**config.mk**
```make
export PLATFORM = sky130hd
export DESIGN_NAME = return_address_stack_flat
export DESIGN_NICKNAME = d
export VERILOG_FILES = /design/src/rtl/return_address_stack_if.sv /design/src/rtl/return_address_stack.sv /design/src/flat_wrapper.sv
export SDC_FILE = /design/constraint.sdc
export NUM_CORES = 1
export LEC_CHECK = 0
export ABC_AREA = 1
export BUFFER_PORTS_ARGS = -buffer_cell sky130_fd_sc_hd__buf_2
export CAP_MARGIN = 15
export CORE_MARGIN = 2
export CORE_UTILIZATION = 40
export DETAILED_ROUTE_END_ITERATION = 8
export HOLD_SLACK_MARGIN = 0.1
export SYNTH_ARGS = -nofsm -noshare
export SYNTH_HDL_FRONTEND = slang
export SYNTH_SLANG_ARGS = --single-unit
export TNS_END_PERCENT = 10
```
**constraint.sdc**
```tcl
create_clock -name clk -period 8.5 [get_ports clk]
set_clock_uncertainty 0.1 [all_clocks]
set_input_delay 0.425 -clock clk [delete_from_list [all_inputs] [get_ports clk]]
set_output_delay 0.425 -clock clk [all_outputs]
set_load 0.01 [all_outputs]
```
**src/rtl/return_address_stack_if.sv**
```systemverilog
// Controller-facing bundle for the return address stack.
// master drives push/pop/err_clr; slave reports top and status.
interface return_address_stack_if #(
  parameter int ADDR_WIDTH = 12,
  parameter int PTR_W      = 3
);
  logic                  push;
  logic                  pop;
  logic [ADDR_WIDTH-1:0] push_addr;
  logic                  err_clr;
  logic [ADDR_WIDTH-1:0] top_addr;
  logic [PTR_W:0]        count;
  logic                  empty;
  logic                  full;
  logic                  overflow;
  logic                  underflow;

  modport master (
    output push, pop, push_addr, err_clr,
    input  top_addr, count, empty, full,
    input  overflow, underflow
  );

  modport slave (
    input  push, pop, push_addr, err_clr,
    output top_addr, count, empty, full,
    output overflow, underflow
  );
endinterface

```
**src/rtl/return_address_stack.sv**
```systemverilog
// Circular call/return stack with zero-latency top read,
// occupancy tracking and sticky overflow/underflow flags.
module return_address_stack #(
  parameter int ADDR_WIDTH = 12,
  parameter int DEPTH      = 8,
  parameter int PTR_W      = 3
) (
  input  logic clk,
  input  logic rst,
  return_address_stack_if.slave ras
);
  localparam logic [PTR_W:0] DEPTH_C = (PTR_W+1)'(DEPTH);

  logic [ADDR_WIDTH-1:0] mem_q [DEPTH];

  logic [PTR_W-1:0] wr_ptr_q, wr_ptr_d;
  logic [PTR_W:0]   count_q, count_d;
  logic             ovf_q, ovf_d;
  logic             udf_q, udf_d;

  logic [PTR_W-1:0]      top_ptr;
  logic                  nonempty;
  logic                  is_full;
  logic                  mem_we;
  logic [PTR_W-1:0]      mem_wa;
  logic                  ovf_set;
  logic                  udf_set;
  logic                  op_swap;
  logic                  op_push;
  logic                  op_pop;
  logic                  op_pop_e;

  assign top_ptr  = wr_ptr_q - PTR_W'(1);
  assign nonempty = (count_q != '0);
  assign is_full  = (count_q == DEPTH_C);

  // Mutually exclusive decode of the four update cases
  assign op_swap  = ras.push & ras.pop & nonempty;
  assign op_push  = ras.push & ~op_swap;
  assign op_pop   = ras.pop & ~ras.push & nonempty;
  assign op_pop_e = ras.pop & ~ras.push & ~nonempty;

  always_comb begin
    wr_ptr_d = wr_ptr_q;
    count_d  = count_q;
    mem_we   = 1'b0;
    mem_wa   = wr_ptr_q;
    ovf_set  = 1'b0;
    udf_set  = 1'b0;
    unique case (1'b1)
      op_swap: begin
        mem_we = 1'b1;
        mem_wa = top_ptr;
      end
      op_push: begin
        mem_we   = 1'b1;
        wr_ptr_d = wr_ptr_q + PTR_W'(1);
        if (is_full) ovf_set = 1'b1;
        else count_d = count_q + (PTR_W+1)'(1);
      end
      op_pop: begin
        wr_ptr_d = wr_ptr_q - PTR_W'(1);
        count_d  = count_q - (PTR_W+1)'(1);
      end
      op_pop_e: udf_set = 1'b1;
      default: ;
    endcase
    // A new error event beats a coincident clear
    ovf_d = ovf_set | (ovf_q & ~ras.err_clr);
    udf_d = udf_set | (udf_q & ~ras.err_clr);
  end

  always_ff @(posedge clk or negedge rst) begin
    if (!rst) begin
      wr_ptr_q <= '0;
      count_q  <= '0;
      ovf_q    <= 1'b0;
      udf_q    <= 1'b0;
    end else begin
      wr_ptr_q <= wr_ptr_d;
      count_q  <= count_d;
      ovf_q    <= ovf_d;
      udf_q    <= udf_d;
    end
  end

  always_ff @(posedge clk) begin
    if (mem_we) mem_q[mem_wa] <= ras.push_addr;
  end

  assign ras.top_addr  = nonempty ? mem_q[top_ptr] : '0;
  assign ras.count     = count_q;
  assign ras.empty     = ~nonempty;
  assign ras.full      = is_full;
  assign ras.overflow  = ovf_q;
  assign ras.underflow = udf_q;
endmodule

```
**src/flat_wrapper.sv**
```systemverilog
// flat-port wrapper written by rule: the top's interface ports become plain ports
module return_address_stack_flat 
#(
  parameter int ADDR_WIDTH = 12,
  parameter int DEPTH      = 8,
  parameter int PTR_W      = 3
)
  (clk, rst, ras_push, ras_pop, ras_push_addr, ras_err_clr, ras_top_addr, ras_count, ras_empty, ras_full, ras_overflow, ras_underflow);
  return_address_stack_if #(.ADDR_WIDTH(ADDR_WIDTH), .PTR_W(PTR_W)) ras_i ();
  input  logic clk;
  input  logic rst;
  input wire logic [$bits(ras_i.push)-1:0] ras_push;
  input wire logic [$bits(ras_i.pop)-1:0] ras_pop;
  input wire logic [$bits(ras_i.push_addr)-1:0] ras_push_addr;
  input wire logic [$bits(ras_i.err_clr)-1:0] ras_err_clr;
  output wire logic [$bits(ras_i.top_addr)-1:0] ras_top_addr;
  output wire logic [$bits(ras_i.count)-1:0] ras_count;
  output wire logic [$bits(ras_i.empty)-1:0] ras_empty;
  output wire logic [$bits(ras_i.full)-1:0] ras_full;
  output wire logic [$bits(ras_i.overflow)-1:0] ras_overflow;
  output wire logic [$bits(ras_i.underflow)-1:0] ras_underflow;
  assign ras_i.push = ras_push;
  assign ras_i.pop = ras_pop;
  assign ras_i.push_addr = ras_push_addr;
  assign ras_i.err_clr = ras_err_clr;
  assign ras_top_addr = ras_i.top_addr;
  assign ras_count = ras_i.count;
  assign ras_empty = ras_i.empty;
  assign ras_full = ras_i.full;
  assign ras_overflow = ras_i.overflow;
  assign ras_underflow = ras_i.underflow;
  return_address_stack #(.ADDR_WIDTH(ADDR_WIDTH), .DEPTH(DEPTH), .PTR_W(PTR_W)) u_core (.clk(clk), .rst(rst), .ras(ras_i));
endmodule
```
# --- Word-level counts from Yosys, hierarchy flattened ---
# Memory sizes are Yosys's and may differ from the RTL's.
# Cells that the tools add are included.
word_totals:
  register_bits: 9
  ramBits: 96
  output_inout_bits: 20
  n_memories: 1
op_classes:
  n_addsub: 4
  n_eq_ne: 2
  muxes: 11
  n_bitwise: 14
  reduce_logical: 4
mem_list:
  columns: ["name", "depth", "width", "read_ports", "rd_ports_with_merged_regs", "wr", "line_no", "source"]
  rows:
  - ["u_core.mem_q", 8, 12, 1, 0, 1, "return_address_stack.sv:14", "logic [ADDR_WIDTH-1:0] mem_q [DEPTH];"]
ops:
  columns: ["cell", "n"]
  rows:
  - ["$mux 12", 1]
  - ["$and 1x1->1", 8]
  - ["$pmux 4 s2", 1]
  - ["$mux 1", 6]
  - ["$pmux 3 s2", 1]
  - ["$add 4x1->4 const B", 1]
  - ["$eq 4x4->1 const B", 1]
  - ["$mux 4", 1]
  - ["$not 1->1", 4]
  - ["$reduce_bool 4->1", 1]
  - ["$sub 4x1->4 const B", 1]
  - ["$add 3x1->3 const B", 1]
  - ["$mux 3", 1]
  - ["$sub 3x1->3 const B", 1]
  - ["$ne 2x2->1 const B", 1]
  - ["$or 1x1->1", 2]
  - ["$reduce_and 2->1", 1]
  - ["$reduce_bool 2->1", 1]
  - ["$reduce_or 2->1", 1]

# --- Depth between registers and ports, before layout ---
# Gate-level depths: netlist of the first run.
depth:
  ltp_word: 8
  ltp_mapped: 11
  mapped_depth_nobuf: 10

# --- Worst setup path before layout of the first run ---
# OpenSTA, ideal clock, no wires.
synth_path:
  path_type: "reg-to-reg"
  startpoint: "register u_core.wr_ptr_q[0]"
  endpoint: "memory u_core.mem_q[0][0], enable pin"
  arrival_time_ns: 2.211
  t_required_ns: 8.020
  setup_slack_ns: 5.808
  stages_incl_launch_ff: 11
  n_path_buf: 3
  synth_period_minus_slack_ns: 2.692
  path_cell_list: "dfrtp_1 -> buf_2 -> inv_2 -> buf_2 -> buf_4 -> ha_1 -> xnor2_1 -> inv_1 -> o21ai_1 -> nand2_1 -> nor2_1"
synth_between:
  elab_chain_cells: 2
synth_rtl:
  columns: ["item", "line_no", "source"]
  rows:
  - ["from (decl)", "return_address_stack.sv:16", "logic [PTR_W-1:0] wr_ptr_q, wr_ptr_d;"]
  - ["from (signal assigned)", "return_address_stack.sv:80", "wr_ptr_q <= wr_ptr_d;"]
  - ["$sub 3x1->3", "return_address_stack.sv:33", "assign top_ptr = wr_ptr_q - PTR_W'(1);"]
  - ["$mux 3 (*)", "return_address_stack.sv:50", "unique case (1'b1)"]
  - ["to (decl)", "return_address_stack.sv:14", null]
# Every way passes the cells marked *; elsewhere a longest branch is shown, timed or not.

# --- Worst setup path after layout of the first run ---
layout_path:
  startpoint: "register u_core.wr_ptr_q[0]"
  endpoint: "memory u_core.mem_q[3][6], enable pin"
# Same word-level chain as after synthesis.

==> impl_metrics.yaml, run 1 <==
synth:
  post-synth-top-area-cell: "edfxtp_1"
  post_synth_num_cell_types: 25
  synthTopCellsByArea: "edfxtp_1 66%, o21ai_0 7.2%, nor2_1 7.1%, dfrtp_1 5.1%, o22ai_1 3.7%"
  synth_cells: 369
  synth_sequential_area_ratio_pct: 70.8
  mappedNetlistArea_um2: 4390
  mappedNetlistNets: 389
  postSynthAreaPerCell_um2: 11.9
  yosys_register_bits: 105
  yosys_warning_total: 0
  yosys.area.top_type_share_pct: 65.7
route:
  detail_route.iter0.violations: 330
  dr_total_vias: 3014
  pre_repair_dr_iteration_count: 6
  finalWirelength_um: 11000
  detail_route.vias_per_cell: 5.53
  drt_drc_violations_left: 0
  ant_nets: 0
  routedWlPerCell_um: 20.2
timing:
  report.final.setup_viol: 0
  report.final.hold_viol_count: 0
  min_period_over_period_pct: 51.4
  max_slew_margin_pct: 34.0
  unrepaired_setup_endpoints_after_global_routing: "false"
  final.setup.tns_ns: 0
  finalCriticalPeriod_ns: 4.37
  max_freq_ghz: 0.229
  worst_slew_pin_slew_ns: 0.983
  timing.hold.ws_ns: 0.143
  final_max_slew_viol_count: 0
finish:
  drive_above_1_share_pct: 15.1
  utilization_pct: 45.3
  layout_overhead_on_the_synthesized_area_pct: 11.3
  finish.instance_area_um2: 4890
  diodes: 0
  design.final.nets: 420
global_route:
  grt_start_max_net_pins: 53
  grt_pass1_wl_um: 16000
  via_count_of_the_first_global_routing_pass: 2773
  grt-ovfl-total: 0
  antenna_violations_before_repair: 0
  track_usage_pct: 19.2
worst_setup_path:
  critPathLaunchType: "flip-flop"
  worst_ep_arrival_time_ns: 4.26
  path_max_fanout: 52
  crit_path_top_delay_cell: "xnor2_1"
  setup_crit_end_kind: "flip-flop"
  required_time_reported_for_the_critical_path_endpoint_ns: 8.39
  timing.critical_path.cells: "buf_4 -> inv_2 -> ha_1 -> xnor2_1 -> inv_1 -> o21ai_1 -> nand2_1 -> nor2_1"
  cp_slowest_stage_delay_ns: 0.77
  critical_path_class: "flip-flop to flip-flop"
floorplanning:
  starting_density_of_the_core_pct: 40.7
  die-width_um: 109
  die_y_um: 109
  placeableCoreArea_um2: 10800
  floorplan.die_area_um2: 11800
  row_count: 38
  ios: 37
job:
  maxCapViolations: 0
placement:
  post-dp-hpwl_um: 7450
  placer_congestion: 0.998
  portBuffers: 36
  placed_standard_cell_area_um2: 4680
clock_tree:
  cts_made_buffers: 9
  clkTransAtPathRegs_ns: 0.10
  clock_tree_from_tritoncts: "yes"
  worst_skew_pair.late_latency_ns: 0.37
  clk_root_buffer_cell: "clkbuf_8"
  post_cts_buffers: 0
  clock_sinks: 105
  cts-root-to-sink-buffers: 2
  cts-htree-levels: 3
min_path:
  min_path_type: "input pin to flip-flop"
pwr:
  irDropWorstVdd_mv: 0.201
  power.density_cell_area_nw_per_um2: 398
  static-leakage-power_nw: 1.77
outcome:
  status: "finished clean"
==> through the flow <==
step / cells / setup slack, ns / total power [mW]
floorplan: 369 / 5.81 / 1.31
global placement: 528 / 4.34 / 1.62
detailed placement: 528 / 4.17 / 1.63
CTS: 545 / 4.09 / 1.94
global route: 545 / 3.68 / 2.07
finish: 545 / 4.13 / 1.95
==> final timing paths <==
path                       cells past startpoint                 from  slack [ns]                  end
setup / recovery                               8   u_core.wr_ptr_q[0]        4.13   u_core.mem_q[3][6]
hold / removal                                 2          ras_err_clr        0.14  u_core.ras.overflow
hold reg to reg                                2  u_core.ras.overflow        0.44  u_core.ras.overflow
max in group asynchronous                      2                  rst        7.78   u_core.wr_ptr_q[0]
min in group asynchronous                      2                  rst        0.33  u_core.ras.overflow
setup reg to reg                               8   u_core.wr_ptr_q[0]        4.13   u_core.mem_q[3][6]
==> cell families after synthesis <==
family,Yosys count,synth area share (%)
fa+ha+maj,3,0.855
simple gates,119,11.5
compound gates,97,12.2
flops,105,70.8
buf+inv,40,3.62
xor+xnor,5,0.998
==> cells in the final DEF, fill, tap and decap left out, types with 2 or more instances in the layout <==
master	Yosys	final
o21ai_1	5	5
o21ai_0	63	63
nor3_1	2	2
clkinv_4	0	2
nand2_1	21	21
buf_2	4	36
o22ai_1	26	26
inv_6	0	3
nand3_1	6	6
clkbuf_8	0	9
nor2_1	83	83
ha_1	3	3
dfrtp_1	9	9
xnor2_1	2	2
xor2_1	3	3
inv_2	2	2
inv_1	20	20
edfxtp_1	96	96
nand2_4	3	3
==> where the power goes <==
| part | switching (mW) | leakage [nW] | internal (mW) | total [mW] |
|---|---|---|---|---|
| registers | 0.0390 | 0.982 | 0.666 | 0.705 |
| clock network | 0.175 | 0.102 | 0.140 | 0.314 |
| logic | 0.639 | 0.687 | 0.287 | 0.927 |
| total | 0.853 | 1.77 | 1.09 | 1.95 |
==> final cells by class <==
cell class | instances | area (µm²)
Multi-Input combinational cell | 224 | 1120
Sequential cell | 105 | 3110
Inverter | 22 | 82.6
Tap cell | 140 | 175
Clock inverter | 7 | 77.6
Fill cell | 992 | 5910
Timing Repair Buffer | 38 | 198
Clock buffer | 9 | 124
==> critical path: cells and delay by family (launching register included) <==
family                   cells  cell delay [ns]
adder cells (fa/ha/maj)      1             0.34
AO/OA/AOI/OAI                1             0.33
buffers and inverters        3             1.23
XOR/XNOR                     1             0.77
flip-flops                   1             0.34
AND/OR/NAND/NOR              2             0.87
==> cell usage after synthesis <==
cell type / count
nand2_4: 3
o221ai_1: 1
ha_1: 3
clkbuf_1: 13
xnor2_1: 2
buf_4: 1
nor3_1: 2
o21ai_0: 63
buf_2: 4
nor2_2: 1
o21ai_1: 5
inv_2: 2
o22ai_1: 26
edfxtp_1: 96
nor2_4: 1
nand2_1: 21
inv_1: 20
a211oi_1: 1
nand3_4: 1
or2_1: 1
o21ai_4: 1
nand3_1: 6
nor2_1: 83
dfrtp_1: 9
xor2_1: 3
==> repair_timing <==
item	in CTS	in global routing
hold buffers	1	0
resized for setup	0	0
endpoints found under the hold margin	9	0
==> flip-flops by register name, summed over array words and instances (netlist names) <==
signal                count
u_core.ras.underflow      1
u_core.ras.count          4
u_core.ras.overflow       1
u_core.mem_q             96
u_core.wr_ptr_q           3
==> per-layer routing <==
| layer | up-vias | GRT usage (%) | share of wire [%] |
|---|---|---|---|
| li1 | 1374 | - | - |
| met1 | 1463 | 27.5 | 45 |
| met2 | 162 | 29.3 | 46 |
| met3 | 15 | 4.60 | 7.8 |
| met4 | 0 | 5.22 | 1.2 |
| met5 | - | 0 | 0 |
No activity file was read; power rests on OpenSTA's default activity.
==> run 2, diff against run 1 <==
ABC_AREA = 0   (was 1)
clock period = 4.55 ns   (was 8.5 ns; I/O delays follow)
==> impl_metrics.yaml, run 2 <==
floorplanning:
  row_count: 38
  floorplan.die_area_um2: 12100
  die_y_um: 110
  starting_density_of_the_core_pct: 41.2
  placeableCoreArea_um2: 10900
  die-width_um: 110
  ios: 37
synth:
  synth_async_sr_flop_share_pct: 8.57
  postSynthAreaPerCell_um2: 17.1
  synth_cells: 263
  post-synth-top-area-cell: "edfxtp_1"
  yosys.area.top_type_share_pct: 64.2
  yosys_register_bits: 105
  synthMostInstantiatedCell: "edfxtp_1"
  synthFlopType: "edfxtp_1"
  ys_top_cells_by_count: "96 x edfxtp_1, 28 x nand2_1, 24 x mux4_2, 15 x a21oi_1, 10 x buf_2"
  mappedNetlistArea_um2: 4490
  post_synth_num_cell_types: 42
  mappedNetlistNets: 283
  yosys_warning_total: 0
  synthTopCellsByArea: "edfxtp_1 64%, mux4_2 12%, dfrtp_1 5.0%, nand2_1 2.3%, a21oi_1 1.7%"
  synth_sequential_area_ratio_pct: 69.2
  number_of_synthesized_flops_with_an_enable_pin: 96
pwr:
  static-leakage-power_nw: 1.81
  power.density_cell_area_nw_per_um2: 675
  irDropWorstVdd_mv: 0.394
timing:
  final_max_slew_viol_count: 0
  final.setup.tns_ns: 0
  worst_slew_pin_slew_ns: 0.670
  unrepaired_setup_endpoints_after_global_routing: "false"
  max_slew_margin_pct: 55.3
  report.final.hold_viol_count: 0
  finalCriticalPeriod_ns: 2.65
  min_period_over_period_pct: 58.3
  max_freq_ghz: 0.377
  report.final.setup_viol: 0
placement:
  portBuffers: 36
  post-dp-hpwl_um: 5490
  placer_congestion: 0.775
finish:
  largest_reg_flops: 96
  diodes: 0
  utilization_pct: 47.7
  layout_overhead_on_the_synthesized_area_pct: 15.7
  largest-register: "u_core.mem_q"
  layout_commonest_cell: "edfxtp_1"
  drive_above_1_share_pct: 31.1
  final_cell_mix: "96 x edfxtp_1, 36 x buf_2, 28 x nand2_1"
  design.final.nets: 343
worst_setup_path:
  critPathLaunchType: "flip-flop"
  required_time_reported_for_the_critical_path_endpoint_ns: 4.22
  cp_slowest_stage_delay_ns: 0.49
  crit_path_top_delay_cell: "dfrtp_1"
  worst_ep_arrival_time_ns: 2.32
  timing.critical_path.cells: "inv_1 -> ha_1 -> buf_4 -> mux4_2 -> nand2_1 -> a21oi_1 -> buf_2"
  critical_path_class: "flip-flop to primary output"
  setup_crit_end_kind: "primary output"
  path_max_fanout: 33
outcome:
  status: "finished clean"
clock_tree:
  worst_skew_pair.late_latency_ns: 0.37
  clock_tree_from_tritoncts: "yes"
  cts-root-to-sink-buffers: 2
  cts-htree-levels: 3
  cts_made_buffers: 9
  cells_resized_by_post_cts_repair: 0
  clk_root_buffer_cell: "clkbuf_8"
  clock_sinks: 105
  clkTransAtPathRegs_ns: 0.11
route:
  pre_repair_dr_iteration_count: 4
  drt_drc_violations_left: 0
  ant_nets: 0
  finalWirelength_um: 8730
  detail_route.vias_per_cell: 5.21
  detail_route.iter0.violations: 110
  dr_total_vias: 2439
  routedWlPerCell_um: 18.7
global_route:
  grt-ovfl-total: 0
  grt_pass1_wl_um: 13600
  track_usage_pct: 15.9
  grt_start_max_net_pins: 34
  via_count_of_the_first_global_routing_pass: 2478
  antenna_violations_before_repair: 0
min_path:
  min_path_type: "input pin to asynchronous set/reset pin"
job:
  maxCapViolations: 0
run 2: cell types whose count changed after synthesis, sizes merged, moves of 5 or more:
cell,previous run,this run
inv,22,4
buf,5,16
o21ai,69,2
nor2,85,9
mux4,0,24
a21oi,0,15
o22ai,26,0
clkbuf,13,3
nor2b,0,5
run 2: worst max-delay path, delay by kind of cell (launching register included):
kind | cells | cell delay [ns]
flops | 1 | 0.49
mux | 1 | 0.28
compound gates | 1 | 0.20
simple gates | 1 | 0.05
buf+inv | 3 | 0.64
fa+ha+maj | 1 | 0.28
run 2: cell families (layout without fill, tap and decap cells):
kind of cell,after synthesis,after routing,share of synthesized area [%]
simple gates,65,65,7.22
mux,26,26,12.6
flops,105,105,69.2
xor+xnor,7,7,1.37
buf+inv,23,88,2.87
compound gates,34,34,5.91
fa+ha+maj,3,3,0.836
run 2: worst paths after layout:
path	start	to	slack, ns	depth (start not counted)
max	u_core.wr_ptr_q[1]	ras_top_addr[5]	1.90	7
min	rst	u_core.ras.count[2]	0.14	2
max reg2reg	u_core.wr_ptr_q[1]	u_core.mem_q[7][8]	1.95	7
min reg2reg	u_core.ras.underflow	u_core.ras.underflow	0.41	1
max in group asynchronous	rst	u_core.wr_ptr_q[0]	3.98	2
min in group clk	ras_push	u_core.wr_ptr_q[1]	0.20	2
run 2: routing by layer:
| layer | wire (µm) | GRT usage, % |
|---|---|---|
| met3 | 321 | 3.73 |
| met2 | 4250 | 26.2 |
| met4 | 93 | 4.43 |
| met5 | 0 | 0 |
| met1 | 4070 | 21.1 |
run 2: what timing repair did:
| item | in CTS | in global routing |
|---|---|---|
| setup buffers | 0 | 0 |
| endpoints found under the hold margin | 107 | 0 |
| hold buffers | 14 | 0 |
run 2: through the flow:
step	hold slack (ns)	setup WS, ns	instance area, µm²	total power [mW]	instances
after floorplan	-0.168	1.83	4490	2.50	263
after global placement	0.00967	2.03	4870	2.99	438
after detailed placement	0.0101	1.98	4870	3.01	438
after CTS	0.132	1.88	5200	3.57	468
after global routing	0.161	1.74	5200	3.74	468
final	0.140	1.90	5200	3.51	468
run 2: report_power, final:
group | switching, mW | internal, mW
logic | 0.888 | 0.702
registers | 0.111 | 1.26
clock network | 0.333 | 0.213
total | 1.33 | 2.17
run 2: final cells by class:
type                            instances  area, µm²
Multi-Input combinational cell        135       1250
Clock inverter                          6       61.3
Fill cell                             921       5690
Timing Repair Buffer                   68        455
Tap cell                              140        175
Inverter                                4       15.0
Sequential cell                       105       3110
Clock buffer                           10        128
==> run 3, diff against run 2 <==
ABC_AREA = 1   (was 0)
clock period = 2.5 ns   (was 4.55 ns; I/O delays follow)
==> impl_metrics.yaml, run 3 (synthesis gave the netlist of run 1 again) <==
pwr:
  power.density_cell_area_nw_per_um2: 1280
  irDropWorstVdd_mv: 0.563
  static-leakage-power_nw: 1.91
route:
  ant_nets: 0
  detail_route.vias_per_cell: 5.10
  drt_drc_violations_left: 0
  dr_total_vias: 2948
  finalWirelength_um: 9480
  pre_repair_dr_iteration_count: 4
  detail_route.iter0.violations: 180
  routedWlPerCell_um: 16.4
timing:
  report.final.setup_viol: 0
  worst_slew_pin_slew_ns: 0.513
  max_freq_ghz: 0.437
  final_critical_path_setup_slack_ns: 0.210
  final_max_slew_viol_count: 0
  report.final.hold_viol_count: 0
  finalCriticalPeriod_ns: 2.29
  max_slew_margin_pct: 65.8
  timing.hold.ws_ns: 0.111
  unrepaired_setup_endpoints_after_global_routing: "false"
  min_period_over_period_pct: 91.6
clock_tree:
  post_cts_buffers: 0
  clock_sinks: 105
  clock_tree_from_tritoncts: "yes"
  worst_skew_pair.late_latency_ns: 0.35
  clkTransAtPathRegs_ns: 0.10
  clk_root_buffer_cell: "clkbuf_8"
  cts-htree-levels: 3
  cts_made_buffers: 9
  cts-root-to-sink-buffers: 2
finish:
  finish.instance_area_um2: 5170
  drive_above_1_share_pct: 18.9
  utilization_pct: 47.9
  diodes: 0
  layout_commonest_cell: "edfxtp_1"
  nFillCells: 966
  layout_overhead_on_the_synthesized_area_pct: 17.8
  design.final.nets: 453
  largest_reg_flops: 96
  largest-register: "u_core.mem_q"
  fin_cells: 578
  final_cell_mix: "96 x edfxtp_1, 79 x nor2_1, 63 x o21ai_0"
global_route:
  via_count_of_the_first_global_routing_pass: 2778
  track_usage_pct: 16.5
  grt_pass1_wl_um: 14400
  antenna_violations_before_repair: 0
  grt_start_max_net_pins: 52
  grt-ovfl-total: 0
worst_setup_path:
  setup.worst_path.end: "ras_top_addr[5]"
  critPathLaunchType: "flip-flop"
  timing.rr.start: "u_core.wr_ptr_q[1]"
  path_max_fanout: 24
  setup_crit_end_kind: "primary output"
  r2r.worst_path.cells: 7
  worst_ep_arrival_time_ns: 2.07
  required_time_reported_for_the_critical_path_endpoint_ns: 2.28
  critical_path_class: "flip-flop to primary output"
  ff2ff_setup_slack_ns: 0.32
  worst_setup_path_startpoint: "u_core.wr_ptr_q[1]"
  r2r-end: "u_core.mem_q[0][3]"
floorplanning:
  placeableCoreArea_um2: 10800
  ios: 37
  floorplan.die_area_um2: 11800
  starting_density_of_the_core_pct: 40.7
  row_count: 38
  die-width_um: 109
  die_y_um: 109
placement:
  place.detailed.instances: 546
  placer_congestion: 0.790
  placed_standard_cell_area_um2: 4830
  portBuffers: 36
  placement.setup.worst_slack_ns: 0.364
  post-dp-hpwl_um: 5730
job:
  maxCapViolations: 0
outcome:
  status: "finished clean"
min_path:
  min_path_type: "input pin to flip-flop"
[run 3: worst min-delay path by stage]
| stage | end | start | cells after the start | slack (ns) |
|---|---|---|---|---|
| global route | u_core.wr_ptr_q[2] | ras_push | 3 | 0.14 |
| finish | u_core.ras.underflow | ras_pop | 5 | 0.11 |
| global placement | u_core.wr_ptr_q[2] | rst | 1 | -0.11 |
| CTS | u_core.ras.underflow | ras_pop | 5 | 0.11 |
| floorplan | u_core.ras.count[0] | rst | 0 | -0.27 |
| detailed placement | u_core.ras.overflow | rst | 1 | -0.1 |
[run 3: area by class of cell]
cell class | count | area (µm²) | area share, %
clock buffers | 9 | 124 | 2.40
clock inverters | 7 | 52.6 | 1.02
inverters | 22 | 82.6 | 1.60
multi-input cells | 224 | 1140 | 22.0
flip-flops and latches | 105 | 3110 | 60.1
well taps | 140 | 175 | 3.39
repair buffers | 71 | 490 | 9.49
[run 3: timing repair]
action,4_1_cts,5_1_grt
endpoints found under the setup margin,0,3
endpoints found under the hold margin,107,0
gates resized for setup,0,2
hold buffers,16,0
[run 3: where the power goes]
group / internal, mW / switching, mW
Combinational: 1.17 / 2.13
Sequential: 2.25 / 0.113
Clock: 0.370 / 0.575
[run 3: routing by layer]
metal | track usage, % | part of all wire, %
met1 | 21.6 | 45
met2 | 28.2 | 50
met3 | 2.27 | 3.4
met4 | 6.14 | 1.4
met5 | 0 | 0
[run 3: through the flow]
stage	TNS (ns)	power, mW
floorplan	-7.71	4.49
detailed placement	0	5.67
global placement	0	5.62
finish	0	6.60
CTS	0	6.64
global route	0	7.10
[run 3: critical path: stages, from the launching register on]
cell	delay (ns)
dfrtp_1	0.39
inv_1	0.08
ha_1	0.30
inv_1	0.09
buf_6	0.22
o21ai_0	0.11
o22ai_1	0.14
nor2_1	0.06
nor2_1	0.17
buf_2	0.16
